===== config.mk =====
export PLATFORM = sky130hd
export DESIGN_NAME = dmem_lsu_ctrl
export DESIGN_NICKNAME = d
export VERILOG_FILES = /design/src/rtl/dmem_lsu_ctrl.sv
export SDC_FILE = /design/constraint.sdc
export NUM_CORES = 1
export LEC_CHECK = 0
export CAP_MARGIN = 20
export CELL_PAD_IN_SITES_DETAIL_PLACEMENT = 1
export CELL_PAD_IN_SITES_GLOBAL_PLACEMENT = 1
export CORE_ASPECT_RATIO = 1.25
export CORE_MARGIN = 5
export CORE_UTILIZATION = 33
export CTS_BUF_LIST = sky130_fd_sc_hd__clkbuf_16
export CTS_CLUSTER_DIAMETER = 120
export DETAILED_ROUTE_END_ITERATION = 6
export PLACE_DENSITY = 0.95
export REMOVE_ABC_BUFFERS = 1
export SETUP_SLACK_MARGIN = 0.3
export SLEW_MARGIN = 0
export SYNTH_ARGS = -nofsm -noshare
export SYNTH_HDL_FRONTEND = slang
export SYNTH_SLANG_ARGS = --single-unit
export TNS_END_PERCENT = 5

===== constraint.sdc =====
create_clock -name clock -period 3.2 [get_ports clock]
set_clock_uncertainty 0.15 [all_clocks]
set_input_delay 0.32 -clock clock [delete_from_list [all_inputs] [get_ports clock]]
set_output_delay 0.32 -clock clock [all_outputs]
set_load 0.02 [all_outputs]

===== src/rtl/dmem_lsu_ctrl.sv =====
// RV32I load/store sequencer: sub-word stores via read-modify-write on a word-wide sync-read memory.
// Optional misalignment/illegal-funct3 trap: define LSU_MISALIGN_TRAP_EN.
module dmem_lsu_ctrl #(
  parameter int unsigned ADDR_W = 10
) (
  input  logic              clock,
  input  logic              reset,
  input  logic              req_valid,
  output logic              req_ready,
  input  logic              req_we,
  input  logic [2:0]        req_funct3,
  input  logic [31:0]       req_addr,
  input  logic [31:0]       req_wdata,
  output logic              resp_valid,
  output logic [31:0]       resp_rdata,
  output logic              resp_err,
  output logic [ADDR_W-1:0] mem_addr,
  output logic [31:0]       mem_wdata,
  output logic              mem_rw,
  input  logic [31:0]       mem_rdata
);

  typedef enum logic [2:0] {S_IDLE, S_RD, S_MERGE, S_WR, S_RESP} state_t;

  state_t             r_state;
  state_t             w_next;
  logic               r_we;
  logic [2:0]         r_funct3;
  logic [ADDR_W+1:0]  r_addr;
  logic [31:0]        r_wbuf;
  logic [31:0]        r_rdata;

  logic               w_illegal;
  logic [2:0]         w_f3;
  logic               w_sw;
  logic               w_trap;
  logic [7:0]         w_byte;
  logic [15:0]        w_half;
  logic [31:0]        w_load;
  logic [31:0]        w_merged;
  logic               w_unused_addr;

  assign w_unused_addr = &{1'b0, req_addr[31:ADDR_W+2]};

  // Stores only allow B/H/W; loads additionally allow BU/HU. Illegal codes collapse to W.
  assign w_illegal = req_we ? (req_funct3[2] | (req_funct3[1] & req_funct3[0]))
                            : ((req_funct3[1] & req_funct3[0]) | (req_funct3[2] & req_funct3[1]));
  assign w_f3      = w_illegal ? 3'b010 : req_funct3;
  assign w_sw      = req_we && (w_f3[1:0] == 2'b10);

`ifdef LSU_MISALIGN_TRAP_EN
  logic w_misalign;
  logic r_err;
  assign w_misalign = ((w_f3[1:0] == 2'b01) && req_addr[0]) ||
                      ((w_f3[1:0] == 2'b10) && (req_addr[1:0] != 2'b00));
  assign w_trap     = w_illegal | w_misalign;
  assign resp_err   = r_err && (r_state == S_RESP);
`else
  assign w_trap     = 1'b0;
  assign resp_err   = 1'b0;
`endif

  assign req_ready  = (r_state == S_IDLE);
  assign resp_valid = (r_state == S_RESP);
  assign resp_rdata = r_rdata;
  assign mem_rw     = (r_state == S_WR);
  assign mem_addr   = r_addr[ADDR_W+1:2];
  assign mem_wdata  = r_wbuf;

  always_comb begin
    w_next = r_state;
    case (r_state)
      S_IDLE:  if (req_valid) w_next = w_trap ? S_RESP : (w_sw ? S_WR : S_RD);
      S_RD:    w_next = S_MERGE;
      S_MERGE: w_next = r_we ? S_WR : S_RESP;
      S_WR:    w_next = S_RESP;
      S_RESP:  w_next = S_IDLE;
      default: w_next = S_IDLE;
    endcase
  end

  always_comb begin
    w_byte   = mem_rdata[7:0];
    w_merged = mem_rdata;
    case (r_addr[1:0])
      2'd0: begin w_byte = mem_rdata[7:0];   w_merged[7:0]   = r_wbuf[7:0]; end
      2'd1: begin w_byte = mem_rdata[15:8];  w_merged[15:8]  = r_wbuf[7:0]; end
      2'd2: begin w_byte = mem_rdata[23:16]; w_merged[23:16] = r_wbuf[7:0]; end
      default: begin w_byte = mem_rdata[31:24]; w_merged[31:24] = r_wbuf[7:0]; end
    endcase
    w_half = r_addr[1] ? mem_rdata[31:16] : mem_rdata[15:0];
    // Byte lanes above are overwritten when the store is a halfword.
    if (r_funct3[1:0] == 2'b01) begin
      w_merged = mem_rdata;
      if (r_addr[1]) w_merged[31:16] = r_wbuf[15:0];
      else           w_merged[15:0]  = r_wbuf[15:0];
    end
    case (r_funct3)
      3'b000:  w_load = {{24{w_byte[7]}}, w_byte};
      3'b001:  w_load = {{16{w_half[15]}}, w_half};
      3'b100:  w_load = {24'd0, w_byte};
      3'b101:  w_load = {16'd0, w_half};
      default: w_load = mem_rdata;
    endcase
  end

  always_ff @(posedge clock) begin
    if (reset) begin
      r_state  <= S_IDLE;
      r_we     <= 1'b0;
      r_funct3 <= '0;
      r_addr   <= '0;
      r_wbuf   <= '0;
      r_rdata  <= '0;
`ifdef LSU_MISALIGN_TRAP_EN
      r_err    <= 1'b0;
`endif
    end else begin
      r_state <= w_next;
      case (r_state)
        S_IDLE: if (req_valid) begin
          r_we     <= req_we;
          r_funct3 <= w_f3;
          r_addr   <= req_addr[ADDR_W+1:0];
          r_wbuf   <= req_wdata;
          if (w_trap) r_rdata <= '0;
`ifdef LSU_MISALIGN_TRAP_EN
          r_err    <= w_trap;
`endif
        end
        S_MERGE: begin
          if (r_we) r_wbuf  <= w_merged;
          else      r_rdata <= w_load;
        end
        S_WR:    r_rdata <= '0;
        default: ;
      endcase
    end
  end

endmodule

; Word-level counts from Yosys, hierarchy flattened
; Index checks and enable logic that the tools add are counted.
[word_totals]
register_bits = 83
in_bits = 103
elab_cells = 61
[op_classes]
n_eq_ne = 16
muxes = 21
bitwise = 4
reduce_logical = 12
[op_table]
columns = operator, n
row1 = 32-bit two-way mux, 4
row2 = 32-bit case mux with 2 select lines, 2
row3 = 32-bit case mux with 4 select lines, 1
row4 = 16-bit two-way mux, 3
row5 = 8-bit two-way mux, 4
row6 = 8-bit case mux with 3 select lines, 1
row7 = 3-bit case mux with 4 select lines, 1
row8 = 3-bit equality test (second input constant), 3
row9 = 3-bit two-way mux, 3
row10 = 3-bit by 1-bit equality test with 1-bit output (second input constant), 2
row11 = 3-bit by 2-bit equality test with 1-bit output (second input constant), 2
row12 = 3-bit logical NOT, 2
row13 = 2-bit inequality test (second input constant), 3
row14 = 3-bit inequality test (second input constant), 2
row15 = 5-bit AND reduction, 1
row16 = 2-bit by 1-bit equality test with 1-bit output (second input constant), 2
row17 = 2-bit equality test (second input constant), 2
row18 = 2-bit AND reduction, 2
row19 = 4-bit AND reduction, 1
row20 = 2-bit nonzero test, 2
row21 = 3-bit AND reduction, 1
row22 = 3-bit OR reduction, 1
row23 = 1-bit bitwise AND, 2
row24 = 2-bit logical NOT, 1
row25 = other kinds (4), 5

; Depth between registers and ports, before layout
[depth]
ltp_word = 9
mapped_depth = 7
mapped_depth_nobuf = 4

; Worst setup path after synthesis
; No wires, ideal clock.
[synth_timing]
path_type = register to register
from = register r_state[0]
to = register r_addr[4]
t_arrival_ns = 1.712
t_required_ns = 2.980
slack_ns = 1.267
path_stages_with_launch = 8
path_buffers = 3
synth_period_minus_slack_ns = 1.933
cell_sequence = dfxtp_1 -> buf_6 -> nor3_1 -> and2_1 -> buf_2 -> buf_2 -> nand2_1 -> a21oi_1
[synth_between]
elab_chain_cells = 2
[synth_rtl]
columns = item, line
row1 = "start, declared", 25  ; state_t r_state;
row2 = "start signal, assigned", 119  ; r_state <= w_next;
row3 = 3-bit logical NOT, --
row4 = via req_ready, 9  ; output logic req_ready,
row5 = 2-bit AND reduction (no source line), --
row6 = "end signal, assigned", 124  ; r_addr <= req_addr[ADDR_W+1:0];
row7 = "end, declared", 29  ; logic [ADDR_W+1:0] r_addr;
; The timed path passes the listed nets, and every way through them passes these cells.
; A chain may end at the register's enable or synchronous reset.

; Final worst setup path
[layout_timing]
from = register r_addr[1]
to = register r_wbuf[3] (netlist: mem_wdata[3])
[layout_between]
elab_chain_cells = 3
[layout_rtl]
columns = item, line
row1 = 2-bit logical NOT, 85  ; case (r_addr[1:0])
row2 = 3-bit inequality test (no source line), --
row3 = 5-bit AND reduction (no source line) (*), --
row4 = "end signal, assigned", 125  ; r_wbuf <= req_wdata;
row5 = "end signal, assigned", 132  ; if (r_we) r_wbuf <= w_merged;
row6 = "end, declared", 30  ; logic [31:0] r_wbuf;
; Every way passes the cells marked *; elsewhere a longest branch is shown, timed or not.

==> flow_metrics.env <==
export IMPL_io_pins=181
export IMPL_grt_usage=0.2267
export IMPL_rsz0062_at_grt="false"
export IMPL_drt_initial_drc_count=324
export IMPL_synth_top_family_by_area="compound AO/OA/AOI/OAI gates"
export IMPL_vdd_ir_drop_worst_uv=262.7
export IMPL_cp_start_kind="flip-flop"
export IMPL_drt_vias_per_instance=5.770
export IMPL_dp_hpwl_um=13490
export IMPL_clk_latency_ps=340
export IMPL_h_tree_depth=3
export IMPL_die_height_um=138.2
export IMPL_drv_cap=0
export IMPL_wl_per_cell_um=22.38
export IMPL_pre_cts_slack_ps=438.2
export IMPL_max_freq_ghz=0.3741
export IMPL_syn_area_um2=4340
export IMPL_end_kind="flip-flop"
export IMPL_syn_to_final_growth_pct=44.28
export IMPL_max_stage_delay_ps=670
export IMPL_synth_cell_types=48
export IMPL_async_flop_share=0
export IMPL_slew_viol_final=0
export IMPL_synth_area_mux_share=0.05362
export IMPL_antenna_found_initial=0
export IMPL_ys_ff_latch=83
export IMPL_gp_congestion=0.9123
export IMPL_insertedDiodeCount=0
export IMPL_wirelength_um=18040
export IMPL_die_w_um=112.6
export IMPL_grt_pass1_wl_um=28120
export IMPL_first_pass_iters=4
export IMPL_clockRootBuffer="clkbuf_16"
export IMPL_yosysTopAreaCell="dfxtp_1"
export IMPL_synth_top_cell_area_share=0.3828
export IMPL_row_count=46
export IMPL_path_clk_slew_ps=70
export IMPL_worstSetupPathType="reg2reg"
export IMPL_period_share=0.8354
export IMPL_drc=0
export IMPL_cts_sinks=83
export IMPL_grt_max_degree=56
export IMPL_final_layout_size_suffix_gt1_frac=0.08621
export IMPL_tightest_slew_ps=811.0
export IMPL_cp_top_family="flip-flops"
export IMPL_layout_min_cycle_time_ps=2673
export IMPL_finalSetupViolCount=0
export IMPL_initial_core_util=0.3397
export IMPL_synth_xor_xnor_area_share=0
export IMPL_fillers=1498
export IMPL_worstPathRequired_ps=3250
export IMPL_antenna_left=0
export IMPL_vias=4651
export IMPL_p_leak_nw=2.209
export IMPL_cp_cell_sequence="clkinv_1, o211ai_2, and2_1, a311oi_1"
export IMPL_synth_adder_area_share=0
export IMPL_max_slew_margin=0.4571
export IMPL_synth_edf_count=0
export IMPL_cts_buffer_depth=2
export IMPL_coreArea_um2=12780
export IMPL_cts_tree="yes"
export IMPL_hp_class="in2reg"
export IMPL_arrival_ps=2720
export IMPL_die_area_um2=15560
export IMPL_cts_hold_buf=0
export IMPL_path_buf_inv=1
export IMPL_syn_area_per_cell_um2=8.511
export IMPL_cp_max_fo=18
export IMPL_grt_pass1_vias=4914
export IMPL_ys_warnings_count=0
export IMPL_layout_nets=736
export IMPL_synth_compound_area_share=0.2790
export IMPL_synthSimpleGateAreaFrac=0.2101
export IMPL_portBuffers=159
export IMPL_hold_viol=0
export IMPL_fin_util=0.4901
export IMPL_status="complete, no violations"
export IMPL_cts_buffers=9
export IMPL_finalPower_mw=3.584
export IMPL_synth_seq_area_share=0.3828
export IMPL_timing_final_ws_setup_ps=526.6
export IMPL_synth_area_leaders="dfxtp_1 (38%), nand2_1 (6.8%), a21oi_1 (5.7%)"
export IMPL_cts_setup_buffers=0
export IMPL_synthCells=510
export IMPL_tns_ps=0
export IMPL_cts_resized=0
export IMPL_grt_overflow=0
export IMPL_ys_flop_type="dfxtp_1"
export IMPL_cp_slowest_cell="dfxtp_1"
export IMPL_power_density_nw_per_um2=572.3
## power breakdown
| part | switching, mW | internal (mW) |
|---|---|---|
| clock | 0.450 | 0.762 |
| sequential | 0.122 | 1.16 |
| combinational | 0.601 | 0.493 |
## sequential cells by signal, summed over array words and instances, names as in the netlist
name	cells
mem_wdata	32
resp_rdata	32
r_addr	12
r_funct3	3
r_state	3
r_we	1
## path summary, 6_finish.rpt
| check | startpoint | to | slack (ps) | cells past startpoint |
|---|---|---|---|---|
| setup / recovery | r_addr[1]$_SDFFE_PP0P_ | mem_wdata[3]$_SDFFE_PP0P_ | 530 | 4 |
| hold / removal | reset | mem_wdata[31]$_SDFFE_PP0P_ | 250 | 2 |
| setup reg to reg | r_addr[1]$_SDFFE_PP0P_ | mem_wdata[3]$_SDFFE_PP0P_ | 530 | 4 |
| hold reg to reg | r_addr[11]$_SDFFE_PP0P_ | r_addr[11]$_SDFFE_PP0P_ | 310 | 2 |
## Yosys cell counts (9+ instances only)
cell type,n
o21ai_0,17
nand2b_1,28
o221ai_1,15
a21oi_1,49
nand2_1,79
a221o_1,16
clkbuf_1,28
a22o_1,9
mux2i_1,12
nand3_1,10
buf_2,11
dfxtp_1,83
a211oi_1,9
mux2_2,10
nor2_1,20
a311oi_1,15
buf_4,16
nor3_1,10
## per-stage QoR
| step | std cells | cell area, um^2 | hold slack, ps |
|---|---|---|---|
| final | 806 | 6262 | 247.0 |
| after global routing | 806 | 6262 | 252.5 |
| after CTS | 806 | 6259 | 231.9 |
| after detailed placement | 790 | 5918 | 303.3 |
| after global placement | 790 | 5918 | 293.2 |
| after floorplan | 452 | 4033 | 239.1 |
## cell families after synthesis
kind of cell           Yosys count
muxes                           22
buffers and inverters           61
DFF                             83
other                            1
AOI/OAI and AO/OA              167
and+or+nand+nor                176
## layout by cell type (no fill, tap or decap), types with 8 or more instances in the layout
master and count:
clkbuf_16 9, nand3_1 10, o21ai_0 17, a31oi_1 8, a21oi_1 48, nand2_1 79, dfxtp_1 83, a221o_1 16
nand2b_1 28, a22o_1 9, o221ai_1 15, mux2_2 10, nor3_1 10, clkdlybuf4s50_1 158, nand4b_1 8, a211oi_1 9
a311oi_1 15, mux2i_1 12, nor2_1 20, buf_4 11
## metal layers
metal  global-route usage  vias up  wire (um)
li1                     -     2134          -
met1               0.2594     2261       6822
met2               0.3951      216       9230
met3              0.06285       40       1418
met4              0.09051        0        563
met5                    0        -          0
## layout make-up
| class | count | area (um^2) | share of cell area |
|---|---|---|---|
| well taps | 168 | 210.2 | 0.03357 |
| repair buffers | 170 | 1669 | 0.2665 |
| clock buffers | 9 | 225.2 | 0.03596 |
| clock inverters | 7 | 115.1 | 0.01838 |
| multi-input cells | 366 | 2370 | 0.3784 |
| flip-flops and latches | 83 | 1662 | 0.2653 |
| inverters | 3 | 11.26 | 0.001798 |
(Power assumes the default switching activity.)
